===== config.mk =====
export PLATFORM = sky130hd
export DESIGN_NAME = dmem_access_ctrl
export DESIGN_NICKNAME = d
export VERILOG_FILES = /design/src/rtl/dmem_access_ctrl_pkg.sv /design/src/rtl/dmem_access_ctrl_wait.sv /design/src/rtl/dmem_access_ctrl.sv
export SDC_FILE = /design/constraint.sdc
export NUM_CORES = 1
export LEC_CHECK = 0
export BUFFER_PORTS_ARGS = -buffer_cell sky130_fd_sc_hd__buf_2
export CORE_AREA = 2 2 72 108
export CTS_CLUSTER_DIAMETER = 120
export DETAILED_ROUTE_END_ITERATION = 8
export DIE_AREA = 0 0 74 110
export PLACE_DENSITY = 0.82
export SETUP_SLACK_MARGIN = 0.5
export SYNTH_ARGS = -nofsm -noshare
export SYNTH_HDL_FRONTEND = slang
export SYNTH_SLANG_ARGS = --single-unit

===== constraint.sdc =====
create_clock -name clk -period 3.7 [get_ports clk]
set_input_delay 0 -clock clk [delete_from_list [all_inputs] [get_ports clk]]
set_output_delay 0 -clock clk [all_outputs]
set_load 0.01 [all_outputs]

===== src/rtl/dmem_access_ctrl_pkg.sv =====
// Shared definitions for the data-memory access controller: state encoding,
// default geometry/timing, and the byte-address to word-index decoder.
package dmem_access_ctrl_pkg;

  localparam int DEF_ADDR_BASE   = 1024;
  localparam int DEF_DEPTH       = 64;
  localparam int DEF_WAIT_CYCLES = 2;
  localparam int IDX_W           = 6;
  localparam int CNT_W           = 4;

  typedef enum logic [1:0] {
    IDLE = 2'd0,
    BUSY = 2'd1,
    DONE = 2'd2
  } state_t;

  typedef struct packed {
    logic [IDX_W-1:0] idx;
    logic             invalid;
  } decode_t;

  // The full 32-bit word offset is range-checked before truncating to IDX_W.
  function automatic decode_t addr_decode(input logic [31:0] addr,
                                          input logic [31:0] base,
                                          input logic [31:0] depth);
    logic [31:0] word;
    decode_t     d;
    word      = (addr - base) >> 2;
    d.idx     = word[IDX_W-1:0];
    d.invalid = (addr < base) || (word >= depth) || (addr[1:0] != 2'b00);
    return d;
  endfunction

endpackage


===== src/rtl/dmem_access_ctrl_wait.sv =====
// dmem_wait_counter: loadable down-counter that stops at zero; terminal marks
// the last wait state (count == 1).
import dmem_access_ctrl_pkg::*;

module dmem_wait_counter #(
  parameter int W = CNT_W
) (
  input  logic         clk,
  input  logic         rst,
  input  logic         load,
  input  logic [W-1:0] load_val,
  input  logic         en,
  output logic [W-1:0] count,
  output logic         terminal
);

  always_ff @(posedge clk) begin
    if (rst) begin
      count <= '0;
    end else if (load) begin
      count <= load_val;
    end else if (en && (count != '0)) begin
      count <= count - 1'b1;
    end
  end

  assign terminal = (count == W'(1));

endmodule


===== src/rtl/dmem_access_ctrl.sv =====
// Memory-stage controller: decodes/range-checks the ALU address, inserts
// WAIT_CYCLES wait states and freezes the pipeline. Optional last-read hit
// shortcut is enabled by defining DMEM_ACCESS_CTRL_HIT_EN.
import dmem_access_ctrl_pkg::*;

module dmem_access_ctrl #(
  parameter int ADDR_BASE   = DEF_ADDR_BASE,
  parameter int DEPTH       = DEF_DEPTH,
  parameter int WAIT_CYCLES = DEF_WAIT_CYCLES
) (
  input  logic        clk,
  input  logic        rst,
  input  logic        req_r_en,
  input  logic        req_w_en,
  input  logic [31:0] alu_addr,
  input  logic [31:0] st_val,
  output logic        ready,
  output logic [31:0] rd_data,
  output logic        addr_err,
  output logic [5:0]  mem_addr,
  output logic [31:0] mem_wdata,
  output logic        mem_we,
  output logic        mem_re,
  input  logic [31:0] mem_rdata,
  output logic [1:0]  state
);

  // Handshake: ready=1 means the pipeline advances on the next edge; while
  // ready=0 upstream is frozen so request inputs are held and never re-sampled.

  state_t           state_q;
  decode_t          dec;
  logic             req;
  logic             hit;
  logic             accept;
  logic             op_wr;
  logic [CNT_W-1:0] cnt;
  logic             cnt_term;

  assign dec    = addr_decode(alu_addr, 32'(ADDR_BASE), 32'(DEPTH));
  assign req    = req_r_en | req_w_en;
  assign accept = (state_q == IDLE) && req && !dec.invalid && !hit;

  assign ready    = ((state_q == IDLE) && !accept) || (state_q == DONE);
  assign addr_err = (state_q == IDLE) && req && dec.invalid;
  assign state    = state_q;

  dmem_wait_counter #(.W(CNT_W)) u_wait (
    .clk      (clk),
    .rst      (rst),
    .load     (accept),
    .load_val (CNT_W'(WAIT_CYCLES)),
    .en       (state_q == BUSY),
    .count    (cnt),
    .terminal (cnt_term)
  );

`ifdef DMEM_ACCESS_CTRL_HIT_EN
  logic [IDX_W-1:0] tag_idx;
  logic             tag_valid;

  assign hit = req && !req_w_en && !dec.invalid && tag_valid && (tag_idx == dec.idx);

  always_ff @(posedge clk) begin
    if (rst) begin
      tag_idx   <= '0;
      tag_valid <= 1'b0;
    end else if (accept && req_w_en) begin
      tag_valid <= 1'b0;
    end else if ((state_q == BUSY) && cnt_term && !op_wr) begin
      tag_idx   <= mem_addr;
      tag_valid <= 1'b1;
    end
  end
`else
  assign hit = 1'b0;
`endif

  // Strobes are registered so they are high exactly in the cycle where the
  // counter reads 1; they are armed one edge earlier.
  always_ff @(posedge clk) begin
    if (rst) begin
      state_q   <= IDLE;
      op_wr     <= 1'b0;
      mem_addr  <= '0;
      mem_wdata <= '0;
      mem_we    <= 1'b0;
      mem_re    <= 1'b0;
      rd_data   <= '0;
    end else begin
      mem_we <= 1'b0;
      mem_re <= 1'b0;
      case (state_q)
        IDLE: begin
          if (accept) begin
            state_q   <= BUSY;
            op_wr     <= req_w_en;
            mem_addr  <= dec.idx;
            mem_wdata <= st_val;
            if (WAIT_CYCLES == 1) begin
              mem_we <= req_w_en;
              mem_re <= !req_w_en;
            end
          end
        end
        BUSY: begin
          if (cnt_term) begin
            state_q <= DONE;
            if (!op_wr) rd_data <= mem_rdata;
          end else if (cnt == CNT_W'(2)) begin
            mem_we <= op_wr;
            mem_re <= !op_wr;
          end
        end
        DONE:    state_q <= IDLE;
        default: state_q <= IDLE;
      endcase
    end
  end

endmodule


==> results of run 1 <==
==> per-layer routing <==
metal	global-route usage (%)	up-vias	wire, µm
met2	42.3	144	5050
met4	9.09	0	178
met3	7.09	18	733
met1	24.5	1546	3700
met5	0	-	0
li1	-	1689	-
==> worst paths after layout <==
path,startpoint,end,cells after the start
hold / removal,rst,rd_data[12]$_SDFFE_PP0P_,2
setup / recovery,u_wait.count[1]$_SDFFE_PP0P_,rd_data[11]$_SDFFE_PP0P_,6
setup reg to reg,u_wait.count[1]$_SDFFE_PP0P_,rd_data[11]$_SDFFE_PP0P_,6
hold reg to reg,rd_data[12]$_SDFFE_PP0P_,rd_data[12]$_SDFFE_PP0P_,2
==> final cells by class <==
type                            instances  area [µm²]  share of cell area [%]
Clock buffer                           10         138                    2.66
Clock inverter                          6        60.1                    1.16
Inverter                                2        7.51                   0.145
Multi-Input combinational cell        266        1660                    32.0
Sequential cell                        79        1580                    30.5
Tap cell                              100         125                    2.42
Timing Repair Buffer                  249        1610                    31.1
==> critical path, stage by stage (launching register included) <==
cell	delay [ns]
dfxtp_1	0.38
inv_1	0.08
ha_1	0.22
nand2_1	0.12
or3_1	0.83
nand2_1	0.14
a21oi_1	0.19
==> flip-flops by register name, summed over array words and instances (netlist names) <==
signal        count
mem_wdata        32
rd_data          32
mem_re            1
state             2
u_wait.count      4
mem_addr          6
op_wr             1
mem_we            1
==> report_power, final <==
| group | switching, mW | internal (mW) |
|---|---|---|
| combinational | 0.0579 | 0.108 |
| sequential | 0.00000000466 | 0.849 |
| clock | 0.299 | 0.326 |
| total | 0.357 | 1.28 |
==> per-stage QoR <==
step / setup slack, ns / area (µm²) / power (mW) / utilization [%]
after floorplan: 2.16 / 3400 / 0.912 / -
after global placement: 1.71 / 4270 / 0.971 / 59.5
after detailed placement: 1.60 / 4270 / 0.973 / 59.5
after CTS: 1.64 / 5180 / 1.66 / 72.1
after global routing: 1.45 / 5180 / 1.71 / 72.1
final: 1.67 / 5180 / 1.64 / 72.1
==> cell families (layout without fill, tap and decap cells) <==
logic type | count (synthesis) | after routing | share of synthesized area, %
simple gates | 179 | 179 | 28.2
flops | 79 | 79 | 46.5
compound gates | 41 | 41 | 6.55
mux | 39 | 39 | 11.5
buf+inv | 27 | 267 | 5.12
xor+xnor | 4 | 4 | 1.03
fa+ha+maj | 3 | 3 | 1.10
==> placed cells by master, fill, tap and decap left out, drive strengths merged <==
cell type,Yosys,routed
nand2,67,67
xnor2,2,2
buf,5,178
o22a,1,1
clkinv,0,3
or3,1,1
o21ba,2,2
nor2,8,8
mux2i,39,39
nand4,3,3
nand3,2,2
nor4,4,4
nor4bb,1,1
nor3,10,10
nand4b,1,1
nor4b,3,3
a21oi,36,36
nand2b,79,79
xor2,2,2
clkbuf,20,10
dfxtp,79,79
dlygate4sd3,0,71
inv,2,2
ha,3,3
clkinvlp,0,2
a211o,1,1
bufinv,0,1
o21ai,1,1
==> impl_metrics.tcl, run 1 <==
set metrics [dict create \
    netlist-cell-type-count 27 \
    tightest_slew_ns 1.05 \
    clkTransAtPathRegs_ns 0.08 \
    routed_wl_um 9660 \
    port_buffers 175 \
    cts_inserted_buffers 9 \
    critPathRequiredTime_ns 3.97 \
    place_inst 625 \
    vias 3397 \
    overflow 0 \
    htreeDepth 3 \
    die_h_um 110 \
    vdd_drop_max_mv 0.285 \
    hp-class "input pin to flip-flop" \
    fin_crit_ns 2.03 \
    place.gp.congestion 0.935 \
    fmax_mhz 492 \
    via_per_inst 4.77 \
    path_class "flip-flop to flip-flop" \
    leakage_nw 2.23 \
    max-cap-violations 0 \
    start_kind "flip-flop" \
    antenna_cells_inserted 0 \
    synth_seq_area_share_pct 46.5 \
    setup_tns_ns 0 \
    grt_pass1_wl_um 14900 \
    rsz0062_at_grt "no" \
    final_nets 710 \
    status "finished clean" \
    area_delta_synth_final_pct 52.3 \
    ys_warn_count 0 \
    cts_resized 0 \
    coreArea_um2 7180 \
    grt_max_degree 70 \
    synthFlopType "dfxtp_1" \
    row_count 38 \
    ctsRootBufferMaster "clkbuf_8" \
    synth_area_um2 3400 \
    drtPass1Iterations 4 \
    cts_tree "done" \
    clock-sinks 79 \
    slew_headroom_pct 29.7 \
    gr-usage-all-layers_pct 23.3 \
    fillers 525 \
    layout-drive-gt1-share_pct 32.4 \
    crit_arrival_ns 2.30 \
    drc_errors 0 \
    yosysTopAreaCell "dfxtp_1" \
    finalSetupViolCount 0 \
    antenna_found_initial 0 \
    synth_top_area_share_pct 46.5 \
    synth_common_cells "79 x dfxtp_1, 79 x nand2b_1, 67 x nand2_1, 39 x mux2i_1, 36 x a21oi_1" \
    cts_setup_buffers 0 \
    synthCells 372 \
    hold_violations 0 \
    grt_pass1_vias 3385 \
    ys_top_cells_by_area "dfxtp_1 47%, nand2b_1 15%, mux2i_1 11%" \
    power_density_nw_per_um2 317 \
    drt_iter0_markers 141 \
    slew_violations 0 \
    hpwl_um 5710 \
    io_pins 176 \
    end_kind "flip-flop" \
    cts-hold-fix-buffers 71 \
    clock_path_buffers 2 \
    wl_per_cell_um 13.6 \
    synth-edff-count 0 \
    crit_fanout 32 \
    fp.dieW_um 74 \
    rrSetupSlack_ns 1.67 \
    post_synth.cell_area_avg_um2 9.14 \
    timing.final.crit_share_pct 54.9 \
    hold_slack_ns 0.309 \
    clk_latency_ns 0.34 \
    dieArea_um2 8140 \
    postRouteAntennaNets 0 \
    initial_core_util_pct 47.4 \
    ys_async_sr_fraction_pct 0 \
    instances_no_fill 712 \
    syn_nets 475 \
    clock_skew_ns 0.00304 \
    synth-seq-cells 79 \
]
Power figures use the tool's default switching activity.
==> inputs of run 2 (changes only) <==
--- a/config.mk
+++ b/config.mk
@@ -6,11 +6,11 @@
 export NUM_CORES = 1
 export LEC_CHECK = 0
 export BUFFER_PORTS_ARGS = -buffer_cell sky130_fd_sc_hd__buf_2
-export CORE_AREA = 2 2 72 108
+export CORE_AREA = 2 2 74 112
 export CTS_CLUSTER_DIAMETER = 120
 export DETAILED_ROUTE_END_ITERATION = 8
-export DIE_AREA = 0 0 74 110
-export PLACE_DENSITY = 0.82
+export DIE_AREA = 0 0 76 114
+export PLACE_DENSITY = 0.77
 export SETUP_SLACK_MARGIN = 0.5
 export SYNTH_ARGS = -nofsm -noshare
 export SYNTH_HDL_FRONTEND = slang
==> constraint.sdc (replaced) <==
create_clock -name clk -period 1.91 [get_ports clk]
set_input_delay 0 -clock clk [delete_from_list [all_inputs] [get_ports clk]]
set_output_delay 0 -clock clk [all_outputs]
set_load 0.01 [all_outputs]
==> run 2 against run 1 <==
Effect of this change:
- power is 120% higher
- setup slack worse by 1.4 ns
- worst hold slack got worse by 0.16 ns
- highest routed layer unchanged
- die area increased by 6.4%
- wire length is 23% higher
- sequential power up 94%
- global-route usage is 1.0 points higher
- clock power grew to 2.5 times the previous value
- critical path type is now input pin to flip-flop
- final area up 18%
==> impl_metrics.tcl, run 2 (synthesized netlist as in run 1, its figures left out) <==
set metrics [dict create \
    final_cell_mix "172 x buf_2, 78 x nand2b_1, 75 x dfxtp_1" \
    antenna_found_initial 0 \
    final_common_cell "buf_2" \
    final_util_pct 79.0 \
    slew_violations 0 \
    clkTransAtPathRegs_ns 0.05 \
    power_density_nw_per_um2 584 \
    cts_inserted_buffers 9 \
    htreeDepth 3 \
    clock-sinks 79 \
    coreArea_um2 7760 \
    end_kind "flip-flop" \
    antenna_cells_inserted 0 \
    hold_slack_ns 0.152 \
    grt_pass1_vias 3606 \
    hp-class "input pin to flip-flop" \
    use_met2_pct 45.4 \
    leakage_nw 2.54 \
    gr-usage-all-layers_pct 24.3 \
    crit_arrival_ns 1.85 \
    vias 3652 \
    wl_per_cell_um 16.0 \
    layout-drive-gt1-share_pct 46.3 \
    path_class "input pin to flip-flop" \
    drtPass1Iterations 4 \
    fillers 447 \
    cp_num_buf_inv 5 \
    area_delta_synth_final_pct 80.2 \
    final_area_um2 6120 \
    port_buffers 175 \
    io_pins 176 \
    hold_violations 0 \
    critPathRequiredTime_ns 2.16 \
    drt_iter0_markers 130 \
    r2r_cells 8 \
    finalPower_mw 3.58 \
    die_h_um 114 \
    seq_area_um2 1590 \
    timing.final.crit_share_pct 83.6 \
    cts_tree "done" \
    place.gp.congestion 0.889 \
    finalSetupViolCount 0 \
    setup_tns_ns 0 \
    crit_fanout 11 \
    hpwl_um 5620 \
    fin_crit_ns 1.60 \
    cp.depth 10 \
    start_kind "input pin" \
    fin_ws_ns 0.313 \
    tightest_slew_ns 0.368 \
    path_cells "buf_6 -> nor4_4 -> buf_4 -> nand4_1 -> o22a_1 -> nor4_4 -> buf_4 -> buf_12 -> buf_16 -> mux2i_1" \
    drc_errors 0 \
    vdd_drop_max_mv 0.433 \
    max-cap-violations 0 \
    ctsRootBufferMaster "clkbuf_16" \
    holdPathStages 3 \
    overflow 0 \
    top_regs "mem_wdata: 32 flops, rd_data: 32 flops, mem_addr: 6 flops" \
    dieArea_um2 8660 \
    instances_no_fill 742 \
    postRouteAntennaNets 0 \
    grt_pass1_wl_um 16800 \
    multi_input_area_um2 2080 \
    grt_max_degree 71 \
    row_count 40 \
    status "finished clean" \
    via_per_inst 4.92 \
    clock_skew_ns 0.00462 \
    grt.busiest_layer "met2" \
    dpl_cell_area_um2 4350 \
    grt_util_met1_pct 25.2 \
    dp_slack_ns 0.0529 \
    path_delay_family "buffers and inverters" \
    fp.dieW_um 76 \
    place_inst 632 \
    slew_headroom_pct 75.5 \
    initial_core_util_pct 43.8 \
    clk_latency_ns 0.33 \
    final_nets 736 \
    routed_wl_um 11900 \
    clock_path_buffers 2 \
    fmax_mhz 626 \
    rsz0062_at_grt "yes" \
    grt_use_met3_pct 6.41 \
    max_stage_delay_ns 0.33 \
    critPathSlowestCell "nor4_4" \
]
[run 2: changes by cell type in the layout (fill, tap and decap cells not counted), sizes merged]
| cell | before | now |
|---|---|---|
| buf | 178 | 201 |
| bufinv | 1 | 0 |
| clkbuf | 10 | 18 |
| clkinv | 3 | 0 |
| clkinvlp | 2 | 0 |
[run 2: layout make-up]
| cell class | instances | area share, % |
|---|---|---|
| multi-input cells | 266 | 33.9 |
| repair buffers | 275 | 33.3 |
| flip-flops and latches | 79 | 25.9 |
| clock buffers | 15 | 4.54 |
| well taps | 105 | 2.15 |
| inverters | 2 | 0.123 |
[run 2: worst paths after layout]
kind	start	endpoint	slack [ns]
max reg2reg	u_wait.count[1]$_SDFFE_PP0P_	rd_data[8]$_SDFFE_PP0P_	0.38
max	alu_addr[20]	mem_wdata[27]$_SDFFE_PP0P_	0.31
min reg2reg	rd_data[27]$_SDFFE_PP0P_	rd_data[27]$_SDFFE_PP0P_	0.46
min	rst	mem_wdata[2]$_SDFFE_PP0P_	0.15
[run 2: metal layers]
layer  up-vias  routed length [µm]
met5         -                   0
met4         0                 374
met2       161                6310
met1      1709                4500
met3        32                 691
li1       1750                   -
[run 2: repair_timing]
item	CTS	global route
cloned	4	5
pin swaps	6	38
buffers inserted	7	8
resized for setup	14	107
endpoints found under the setup margin	77	79
hold buffers	71	0
endpoints found under the hold margin	71	0
[run 2: where the power goes]
group | leakage [nW] | internal [mW] | switching (mW)
Clock | 0.136 | 0.980 | 0.600
Combinational | 1.76 | 0.221 | 0.128
Sequential | 0.638 | 1.65 | 0.00000000905
[run 2: worst register-to-register path, cell delays in order (launching register included)]
cell     delay [ns]
dfxtp_2        0.32
inv_2          0.07
ha_4           0.14
nand2_4        0.06
or3_4          0.36
buf_12         0.16
buf_16         0.15
nand2_1        0.08
a21oi_1        0.06
==> inputs of run 3 (changes only) <==
--- a/config.mk
+++ b/config.mk
@@ -5,12 +5,13 @@
 export SDC_FILE = /design/constraint.sdc
 export NUM_CORES = 1
 export LEC_CHECK = 0
+export ABC_AREA = 1
 export BUFFER_PORTS_ARGS = -buffer_cell sky130_fd_sc_hd__buf_2
-export CORE_AREA = 2 2 74 112
+export CORE_AREA = 2 2 80 121
 export CTS_CLUSTER_DIAMETER = 120
 export DETAILED_ROUTE_END_ITERATION = 8
-export DIE_AREA = 0 0 76 114
-export PLACE_DENSITY = 0.77
+export DIE_AREA = 0 0 82 123
+export PLACE_DENSITY = 0.74
 export SETUP_SLACK_MARGIN = 0.5
 export SYNTH_ARGS = -nofsm -noshare
 export SYNTH_HDL_FRONTEND = slang
==> constraint.sdc (replaced) <==
create_clock -name clk -period 1.4 [get_ports clk]
set_input_delay 0 -clock clk [delete_from_list [all_inputs] [get_ports clk]]
set_output_delay 0 -clock clk [all_outputs]
set_load 0.01 [all_outputs]
==> run 3 against run 2 <==
Effect of this change:
- the run now ends with negative setup slack left
- global-route usage rose by 2.1 points
- clock power rose by 49%
- power rose by 45%
- sequential share of layout area fell by 2.8 points
- first-iteration DRC count rose by 110%
- combinational power rose by 75%
- critical endpoint is now rd_data[31]$_SDFFE_PP0P_
- largest cell class is now buffers
- largest power group is now the clock network
- highest routed layer unchanged
==> impl_metrics.tcl, run 3 <==
set metrics [dict create \
    status "finished, violations left" \
    violations "negative setup slack" \
    place_inst 884 \
    crit_arrival_ns 1.81 \
    synthFlopType "dfxtp_1" \
    end_kind "flip-flop" \
    vdd_drop_max_mv 0.628 \
    ys_async_sr_fraction_pct 0 \
    max-cap-violations 0 \
    vias 4843 \
    synth_fa_ha_area_share_pct 1.01 \
    finalPower_mw 5.20 \
    io_pins 176 \
    top_regs "mem_wdata: 32 flops, rd_data: 32 flops, mem_addr: 6 flops" \
    grt_pass1_vias 4723 \
    fin_crit_ns 1.54 \
    via_per_inst 4.86 \
    row_count 43 \
    drt_iter0_markers 270 \
    ys_warn_count 0 \
    synth-edff-count 0 \
    yosys.area_share.xor_xnor_pct 0.943 \
    synth-seq-cells 79 \
    ctsRootBufferMaster "clkbuf_16" \
    synthCells 582 \
    leakage_nw 3.51 \
    timing.final.crit_share_pct 110 \
    postRouteAntennaNets 0 \
    clock_skew_ns 0.0100 \
    clock-sinks 79 \
    netlist-cell-type-count 25 \
    dieArea_um2 10100 \
    p_switching_mw 1.22 \
    layout-drive-gt1-share_pct 43.3 \
    finalSetupViolCount 70 \
    final_nets 982 \
    clock_path_buffers 2 \
    synth_seq_area_share_pct 42.6 \
    synth_mux_area_share_pct 0 \
    crit_fanout 8 \
    synth_top_family_by_area "simple AND/OR/NAND/NOR gates" \
    gr-usage-all-layers_pct 26.4 \
    synth_top_area_share_pct 42.6 \
    fin_ws_ns -0.144 \
    syn_nets 685 \
    multi_input_area_um2 2210 \
    fmax_mhz 648 \
    ys_top_cells_by_area "dfxtp_1 43%, nor2_1 18%, nand2_1 14%" \
    critPathRequiredTime_ns 1.66 \
    drtPass1Iterations 6 \
    rsz0062_at_grt "yes" \
    fillers 596 \
    seq_area_um2 1590 \
    slew_violations 0 \
    post_synth.cell_area_avg_um2 6.38 \
    initial_core_util_pct 41.1 \
    yosysMostFrequentCell "nor2_1" \
    switching_share_pct 23.5 \
    synth-compound-area-share_pct 6.06 \
    port_buffers 175 \
    final_common_cell "buf_2" \
    fp.dieW_um 82 \
    slew_headroom_pct 76.2 \
    drc_errors 0 \
    synth-simple-area-share_pct 39.0 \
    start_kind "flip-flop" \
    grt_pass1_wl_um 20600 \
    hpwl_um 7590 \
    clk_latency_ns 0.34 \
    coreArea_um2 9040 \
    routed_wl_um 14200 \
    wl_per_cell_um 14.2 \
    cts_tree "done" \
    instances_no_fill 997 \
    internal-power_mw 3.98 \
    synth_area_um2 3710 \
    final_cell_mix "164 x buf_2, 126 x nor2_1, 122 x nand2_1" \
    htreeDepth 3 \
    tightest_slew_ns 0.357 \
    overflow 0 \
    path_class "flip-flop to flip-flop" \
    grt_max_degree 72 \
    synth_common_cells "180 x nor2_1, 134 x nand2_1, 79 x dfxtp_1, 69 x inv_1, 35 x o21ai_0" \
    p_seq_share_pct 43.2 \
    die_h_um 123 \
    hold_slack_ns 0.0222 \
    yosysTopAreaCell "dfxtp_1" \
    hp-class "input pin to flip-flop" \
    area_delta_synth_final_pct 85.4 \
    clkTransAtPathRegs_ns 0.06 \
    antenna_found_initial 0 \
    power.clock.fraction_pct 45.1 \
    hold_violations 0 \
    cts_inserted_buffers 9 \
    place.gp.congestion 0.973 \
    pwr-share-comb_pct 11.7 \
    power_density_nw_per_um2 756 \
]
## run 3: worst paths after layout
check / depth (start not counted) / to / slack (ns) / from
setup reg to reg: 9 / rd_data[31]$_SDFFE_PP0P_ / -0.14 / u_wait.count[1]$_SDFFE_PP0P_
hold reg to reg: 2 / mem_wdata[5]$_SDFFE_PP0P_ / 0.49 / mem_wdata[5]$_SDFFE_PP0P_
hold / removal: 5 / op_wr$_SDFFE_PP0P_ / 0.02 / req_w_en
setup / recovery: 9 / rd_data[31]$_SDFFE_PP0P_ / -0.14 / u_wait.count[1]$_SDFFE_PP0P_
## run 3: through the flow
step / TNS, ns / utilization, % / cell area [µm²] / setup slack [ns]
2_1_floorplan: -0.420 / - / 3870 / -0.0137
3_3_place_gp: -10.32 / 55.5 / 5010 / -0.253
3_5_place_dp: -13.60 / 55.5 / 5010 / -0.329
4_1_cts: -0.337 / 72.9 / 6590 / -0.0390
5_1_grt: -11.68 / 76.1 / 6880 / -0.237
6_report: -4.70 / 76.2 / 6880 / -0.144
## run 3: timing repair
| item | CTS | global route |
|---|---|---|
| buffers inserted | 16 | 3 |
| hold buffers | 71 | 0 |
| gates resized for setup | 116 | 55 |
| cloned | 3 | 3 |
| pin swaps | 40 | 24 |
| hold endpoints to repair | 72 | 0 |
| endpoints found under the setup margin | 81 | 82 |
## run 3: logic make-up after synthesis
kind of cell,Yosys count
DFF,79
and+or+nand+nor,358
xor gates and xnor gates,4
buffers and inverters,93
adders and majority gates,3
AOI/OAI and AO/OA,45
## run 3: power groups by stage
stage	Combinational (mW)	Clock [mW]	Sequential, mW
2_1_floorplan	0.127	0	2.30
3_3_place_gp	0.364	0	2.30
3_5_place_dp	0.369	0	2.30
4_1_cts	0.570	2.36	2.25
5_1_grt	0.657	2.46	2.24
6_report	0.611	2.35	2.24
## run 3: metal layers
metal	wire length [µm]	global-route usage, %	vias up
li1	-	-	2353
met3	715	5.26	67
met1	4900	25.6	2225
met2	7890	50.6	198
met4	695	13.8	0
met5	0	0	-
## run 3: layout make-up
type / instances / share of cell area, %
multi-input cells: 410 / 32.2
inverters: 71 / 4.29
clock buffers: 10 / 3.33
repair buffers: 306 / 33.6
clock inverters: 6 / 1.00
diodes: 1 / 0.0364
flip-flops and latches: 79 / 23.1
repair inverters: 2 / 0.473
well taps: 112 / 2.04
## run 3: worst max-delay path, stage by stage, from the launching register on
cell	delay, ns
dfxtp_4	0.35
inv_4	0.06
ha_4	0.13
nand2_4	0.06
nor3_4	0.21
buf_6	0.15
buf_12	0.17
buf_12	0.16
o21ai_2	0.05
nor2_1	0.13
